$ cat config.mk
export PLATFORM = sky130hd
export DESIGN_NAME = fetch_unit
export DESIGN_NICKNAME = d
export VERILOG_FILES = /design/src/rtl/cpu_pkg.sv /design/src/rtl/pc_next.sv /design/src/rtl/fetch_unit.sv
export SDC_FILE = /design/constraint.sdc
export NUM_CORES = 1
export LEC_CHECK = 0
export CAP_MARGIN = 20
export CORE_ASPECT_RATIO = 1.75
export CORE_MARGIN = 3
export CORE_UTILIZATION = 35
export CTS_CLUSTER_SIZE = 40
export DETAILED_ROUTE_END_ITERATION = 8
export GPL_TIMING_DRIVEN = 0
export SETUP_SLACK_MARGIN = 0.3
export SYNTH_ARGS = -nofsm -noshare
export SYNTH_HDL_FRONTEND = slang
export SYNTH_SLANG_ARGS = --single-unit
$ cat constraint.sdc
create_clock -name clock -period 3.8 [get_ports clock]
set_clock_uncertainty 0.1 [all_clocks]
set_input_delay 0.76 -clock clock [delete_from_list [all_inputs] [get_ports clock]]
set_output_delay 0.76 -clock clock [all_outputs]
set_load 0.02 [all_outputs]
$ cat src/rtl/cpu_pkg.sv
// Shared CPU definitions: datapath widths, opcode encodings and the
// fetch-unit sequencing state type.
package cpu_pkg;

  localparam int PC_WIDTH    = 10;
  localparam int INSTR_WIDTH = 32;

  localparam logic [5:0] OP_JUMP = 6'b000010;
  localparam logic [5:0] OP_BEQ  = 6'b000100;
  localparam logic [5:0] OP_BNE  = 6'b000101;
  localparam logic [5:0] OP_NOP  = 6'b011001;
  localparam logic [5:0] OP_IN   = 6'b011010;
  localparam logic [5:0] OP_OUT  = 6'b011011;
  localparam logic [5:0] OP_HALT = 6'b111111;

  typedef enum logic [2:0] {
    ST_FETCH      = 3'd0,
    ST_EXECUTE    = 3'd1,
    ST_IO_WAIT    = 3'd2,
    ST_IO_RELEASE = 3'd3,
    ST_HALTED     = 3'd4
  } fetch_state_e;

endpackage

$ cat src/rtl/pc_next.sv
// Next-PC selection: hold, absolute jump, PC-relative branch or sequential
// advance, all modulo 2^PC_WIDTH.
module pc_next #(
  parameter int PC_WIDTH    = cpu_pkg::PC_WIDTH,
  parameter int INSTR_WIDTH = cpu_pkg::INSTR_WIDTH
) (
  input  logic [PC_WIDTH-1:0]    pc,
  input  logic [INSTR_WIDTH-1:0] instr,
  input  logic                   hold,
  input  logic                   jump_sel,
  input  logic                   branch_sel,
  output logic [PC_WIDTH-1:0]    next_pc
);

  logic [PC_WIDTH-1:0] seq_pc_s;
  logic [PC_WIDTH-1:0] offset_s;
  logic                unused_s;

  // Upper instruction bits carry opcode/register fields this block ignores.
  assign unused_s = ^instr[INSTR_WIDTH-1:16];
  assign seq_pc_s = pc + {{(PC_WIDTH-1){1'b0}}, 1'b1};
  assign offset_s = PC_WIDTH'($signed(instr[15:0]));

  // Priority select of the next program counter.
  always_comb begin
    next_pc = seq_pc_s;
    if (hold) begin
      next_pc = pc;
    end else if (jump_sel) begin
      next_pc = instr[PC_WIDTH-1:0];
    end else if (branch_sel) begin
      next_pc = seq_pc_s + offset_s;
    end else begin
      next_pc = seq_pc_s;
    end
  end

endmodule

$ cat src/rtl/fetch_unit.sv
// Instruction fetch/sequencing unit: two-cycle fetch/execute, blocking
// In/Out handshake with release wait, and a terminal halt.
module fetch_unit #(
  parameter int PC_WIDTH    = cpu_pkg::PC_WIDTH,
  parameter int INSTR_WIDTH = cpu_pkg::INSTR_WIDTH
) (
  input  logic                   clock,
  input  logic                   reset,
  input  logic [INSTR_WIDTH-1:0] instruction,
  input  logic                   halt,
  input  logic                   branch,
  input  logic                   jump,
  input  logic                   makeIO,
  input  logic                   branchCondition,
  input  logic                   ioAck,
  output logic [PC_WIDTH-1:0]    pcAddress,
  output logic [INSTR_WIDTH-1:0] instructionReg,
  output logic [5:0]             opcode,
  output logic                   commit,
  output logic                   ioRequest,
  output logic                   running
);

  import cpu_pkg::*;

  fetch_state_e           state_r, state_s;
  logic [PC_WIDTH-1:0]    pc_r, next_pc_s;
  logic [INSTR_WIDTH-1:0] ir_r;
  logic                   commit_r, io_request_r, running_r;
  logic                   ir_load_s, pc_load_s, commit_s;
  logic                   sel_hold_s, sel_jump_s, sel_branch_s;

  pc_next #(
    .PC_WIDTH    (PC_WIDTH),
    .INSTR_WIDTH (INSTR_WIDTH)
  ) u_pc_next (
    .pc         (pc_r),
    .instr      (ir_r),
    .hold       (sel_hold_s),
    .jump_sel   (sel_jump_s),
    .branch_sel (sel_branch_s),
    .next_pc    (next_pc_s)
  );

  // Next-state and retire decode; halt > makeIO > jump > taken branch.
  always_comb begin
    state_s      = state_r;
    ir_load_s    = 1'b0;
    pc_load_s    = 1'b0;
    commit_s     = 1'b0;
    sel_hold_s   = 1'b1;
    sel_jump_s   = 1'b0;
    sel_branch_s = 1'b0;
    case (state_r)
      ST_FETCH: begin
        ir_load_s = 1'b1;
        state_s   = ST_EXECUTE;
      end
      ST_EXECUTE: begin
        if (halt) begin
          state_s = ST_HALTED;
        end else if (makeIO) begin
          state_s = ST_IO_WAIT;
        end else begin
          pc_load_s    = 1'b1;
          commit_s     = 1'b1;
          sel_hold_s   = 1'b0;
          sel_jump_s   = jump;
          sel_branch_s = branch & branchCondition;
          state_s      = ST_FETCH;
        end
      end
      ST_IO_WAIT: begin
        if (ioAck) begin
          pc_load_s  = 1'b1;
          commit_s   = 1'b1;
          sel_hold_s = 1'b0;
          state_s    = ST_IO_RELEASE;
        end else begin
          state_s = ST_IO_WAIT;
        end
      end
      ST_IO_RELEASE: begin
        // A held acknowledge must drop before the next fetch.
        if (ioAck) begin
          state_s = ST_IO_RELEASE;
        end else begin
          state_s = ST_FETCH;
        end
      end
      ST_HALTED: state_s = ST_HALTED;
      default:   state_s = ST_FETCH;
    endcase
  end

  // State, PC, instruction latch and registered status outputs.
  always_ff @(posedge clock or negedge reset) begin
    if (!reset) begin
      state_r      <= ST_FETCH;
      pc_r         <= {PC_WIDTH{1'b0}};
      ir_r         <= {OP_NOP, {(INSTR_WIDTH-6){1'b0}}};
      commit_r     <= 1'b0;
      io_request_r <= 1'b0;
      running_r    <= 1'b1;
    end else begin
      state_r      <= state_s;
      if (pc_load_s) pc_r <= next_pc_s;
      if (ir_load_s) ir_r <= instruction;
      commit_r     <= commit_s;
      io_request_r <= (state_s == ST_IO_WAIT);
      running_r    <= (state_s != ST_HALTED);
    end
  end

  assign pcAddress      = pc_r;
  assign instructionReg = ir_r;
  assign opcode         = ir_r[INSTR_WIDTH-1 -: 6];
  assign commit         = commit_r;
  assign ioRequest      = io_request_r;
  assign running        = running_r;

endmodule

Word level (Yosys, flattened, before mapping)
Cells that the tools add are included.

word-level totals
  register bits after elaboration = 48
  bits of input ports = 40
  output and inout bits = 51
  logic and storage cells = 40

operators by class
  add/subtract/negate cells = 2
  equal/unequal tests = 6
  muxes and demuxes = 22
  bitwise logic cells = 2
  reductions and logical operators = 2

operators with widths
  kind                                           number
  two-way mux 10 bit                             2
  case mux 3 bit (5 select lines)                1
  two-way mux 1 bit                              14
  adder 10 x 1 -> 10 bit, second input constant  1
  adder 10 bit                                   1
  == test 3 x 2 -> 1 bit, second input constant  3
  two-way mux 2 bit                              2
  case mux 1 bit (2 select lines)                2
  == test 3 x 1 -> 1 bit, second input constant  1
  == test 3 bit, second input constant           1
  logical NOT 3 bit                              1
  two-way mux 3 bit                              1
  != test 3 bit, second input constant           1
  AND reduction 2 bit                            1
  bitwise AND 1 bit                              1
  inverter 1 bit                                 1

Logic depth before layout (Yosys ltp)
  depth after elaboration = 6
  gate-level depth with buffers = 11
  gate-level depth less buffers = 11

By module
Synthesis repeated with hierarchy kept, for this count alone.

second synthesis, totals
  cell total of the unflattened synthesis = 241
  area, all modules = 2693.8 µm²

modules (own cells, without submodules)
  module      times used  cells each  area each (µm²)  seq. area each (µm²)
  fetch_unit  1           123         1924.3           1206.2
  pc_next     1           118         769.5            0.0

Worst setup path after synthesis
No wires, ideal clock.

  kind = register -> register
  start = reg pc_r[1] (netlist: pcAddress[1])
  end = reg pc_r[9] (netlist: pcAddress[9])
  library setup time = 0.122 ns
  arrival time = 2.759 ns
  required time = 3.578 ns
  setup slack = 0.818 ns
  cell stages (with the launch flop) = 12
  path buffers = 0
  clock period less this slack = 2.982 ns
  cells stage by stage = dfrtp_1 > ha_1 > inv_1 > or3_1 > xnor2_1 > ha_1 > and3_1 > or2_0 > a211o_1 > a211oi_2 > mux2i_1 > nor2_1

on the way
  word-level cells in the longest chain between the ends = 4

ends and longest elaborated chain
  item                      RTL line           text
  from (decl)               fetch_unit.sv:27   logic [PC_WIDTH-1:0] pc_r, next_pc_s;
  from (signal assigned)    fetch_unit.sv:100  pc_r <= {PC_WIDTH{1'b0}};
  from (signal assigned)    fetch_unit.sv:107  if (pc_load_s) pc_r <= next_pc_s;
  adder 10 x 1 -> 10 bit *  pc_next.sv:21      assign seq_pc_s = pc + {{(PC_WIDTH-1){1'b0}}, 1'b1};
  adder 10 bit              pc_next.sv:32      next_pc = seq_pc_s + offset_s;
  two-way mux 10 bit *      pc_next.sv:31      end else if (branch_sel) begin
  two-way mux 10 bit *      pc_next.sv:29      end else if (jump_sel) begin

Every way passes the cells marked *; elsewhere a longest branch is shown, timed or not.
A chain may end at the register's enable or synchronous reset.

Final worst setup path
Ends and elaborated chain as after synthesis.

==> impl_metrics.ini <==
[run_status]
outcome = complete, no violations

[floorplanning]
pin_count = 91
die_area_mm2 = 0.00863
rows = 41
die_w_um = 71.5
coreArea_mm2 = 0.00723
initial_core_util = 0.363
die_h_um = 121

[power]
p_seq_frac = 0.461
ir_drop_v = 0.000294
cellPowerDensity_mw_per_mm2 = 290
comb_power_share = 0.051
p_total_w = 0.00111
p_leak_nw = 1.75
power_frac_clock = 0.488
swShare = 0.192
p_int_w = 0.000895
power.switching_w = 0.000213

[critical_path]
crit_path_max_incr_delay_ns = 0.44
start_kind = register
worstPathRequired_ns = 3.88
path_class = register to register
worstPathMaxFanout = 5
cp_top_family = simple AND/OR/NAND/NOR gates
path_buf_inv = 1
crit_top_cell = ha_1
crit_chain = ha_1 -> inv_1 -> or3_1 -> xnor2_1 -> ha_1 -> and3_1 -> or2_0 -> a211o_1 -> a211oi_2 -> mux2i_1 -> nor2_1
cp.arrival_ns = 3.27
end_kind = register
slowest_stage = dfrtp_1

[clock_tree]
root_buffer = clkbuf_16
cts_inserted_buffers = 5
clock_path_buffers = 2
cts_tree = done
clk_latency_ns = 0.29
clk_pin_slew_ns = 0.07
cts.sinks = 48
h-tree-depth = 2
cts_setup_buffers = 0
ctsHoldBuffers = 0
cts_resized = 0

[global_routing]
grt_max_degree = 31
grt_usage = 0.175
antenna_found_initial = 0
grt_pass1_vias = 2446
grt_first_pass_wirelength_mm = 11.7
overflow = 0

[sta]
slew_violations = 0
tns_ns = 0
max_freq_mhz = 314
rsz0062_at_grt = no
post-route-min-period_ns = 3.19
relSlewSlack = 0.592
setup_viol = 0
hold_violations = 0
min_period_over_period = 0.838
worst_slew_pin_slew_ns = 0.608

[logic_synthesis]
netlist_area_mm2 = 0.00263
yosys_warnings = 0
synth_cells = 233
yosys-top-cells-area = dfrtp_1, mux2_2, ha_1, dfstp_2, xnor2_1
yosysTopAreaCellShare = 0.419
ys_seq_elements = 48
postSynthAreaPerCell_um2 = 11.3
synth.largest_area_cell = dfrtp_1
ys_seq_area_frac = 0.459
syn_nets = 284
synth-main-ff-cell = dfrtp_1
synth_enable_flop_cells = 0
async_flop_share = 1.00
yosysUniqueCellTypes = 51

[finish]
area_delta_synth_final_pct = 45.5
post_route_cells_drive_above_1_share = 0.202
fillers = 656
nets = 381
num_antenna_cells = 0
final_cell_mix = clkdlybuf4s50_1, dfrtp_1, mux2_2
final_common_cell = clkdlybuf4s50_1

[place]
hpwl_mm = 5.57
portBuffers = 89
place.gp.congestion = 0.802

[drt]
remaining_drc_errors = 0
final_antenna_net_count = 0
routedWlPerCell_um = 17.1
dr.pass1.iters = 4
first_iter_violations = 45
vias = 2191
vias_per_cell = 5.25
wl_mm = 7.14

[hold_path]
hold_path_class = primary input to async pin

[job]
maxCapViolations = 0
==> through the flow <==
step / util / hold WS, ns / instance area, µm² / instances / setup WS, ns
6_report: 0.529 / 0.313 / 3820 / 417 / 0.615
5_1_grt: 0.529 / 0.344 / 3820 / 417 / 0.452
4_1_cts: 0.529 / 0.330 / 3820 / 417 / 0.608
3_5_place_dp: 0.504 / 0.395 / 3640 / 409 / 0.620
3_3_place_gp: 0.501 / 0.389 / 3630 / 408 / 0.371
2_1_floorplan: - / 0.364 / 2630 / 233 / 0.818
==> cell type report <==
class	instances	area [µm²]	share of cell area
timing repair buffer	90	906	0.237
multi-input combinational	162	1300	0.340
buffer	14	88.8	0.0232
sequential	48	1210	0.315
clock buffer	7	153	0.0399
inverter	9	33.8	0.00883
clock inverter	1	30.0	0.00785
tap	86	108	0.0281
==> metal layers <==
metal,global-route usage,routed length (µm)
met1,0.171,2450
met2,0.322,3980
met3,0.0532,467
met4,0.0894,248
met5,0,0
==> worst paths after layout <==
path                                    start            endpoint  slack [ns]  cells after the start
max                              pcAddress[1]        pcAddress[9]        0.61                     11
min                                     reset  instructionReg[27]        0.31                      1
max reg2reg                      pcAddress[1]        pcAddress[9]        0.61                     11
min reg2reg                instructionReg[16]  instructionReg[16]        0.41                      1
max in group asynchronous               reset             running        2.69                      2
min in group clock         instructionReg[16]  instructionReg[16]        0.41                      1
==> Yosys cell counts (3+ instances only) <==
cell / count
o221ai_1: 3
a21oi_1: 12
nor2_1: 10
ha_1: 10
a22oi_1: 3
a211oi_1: 3
inv_1: 7
xnor2_1: 10
mux2_2: 32
o31ai_1: 3
o22ai_1: 4
dfrtp_1: 44
nand3_1: 8
buf_2: 5
dfstp_2: 4
nand2_1: 10
buf_4: 6
o21ai_0: 4
xor2_1: 5
a21o_1: 8
nor2b_1: 3
==> power by group through the flow <==
stage          Sequential, W  Combinational [W]  Clock [W]
2_1_floorplan       0.000521         0.00000432          0
3_3_place_gp        0.000521          0.0000546          0
3_5_place_dp        0.000520          0.0000574          0
4_1_cts             0.000511          0.0000574   0.000550
5_1_grt             0.000511          0.0000615   0.000571
6_report            0.000511          0.0000560   0.000541
==> logic make-up after synthesis <==
group / synth area share
AND/OR/NAND/NOR: 0.109
flip-flops: 0.459
AO/OA/AOI/OAI: 0.135
adder cells (fa/ha/maj): 0.0552
multiplexers: 0.145
XOR/XNOR: 0.0500
buffers and inverters: 0.0466
==> registers in the layout, indices dropped and copies added (netlist names) <==
| signal | cells |
|---|---|
| pcAddress | 10 |
| ioRequest | 1 |
| running | 1 |
| instructionReg | 32 |
| commit | 1 |
| state_r | 3 |
==> worst reg2reg max path, delay by kind of cell (launching register included) <==
kind / cells / cell delay [ns]
simple gates: 4 / 0.97
fa+ha+maj: 2 / 0.58
compound gates: 2 / 0.51
flops: 1 / 0.44
xor+xnor: 1 / 0.21
mux: 1 / 0.20
buf+inv: 1 / 0.07
(Power assumes the default switching activity.)
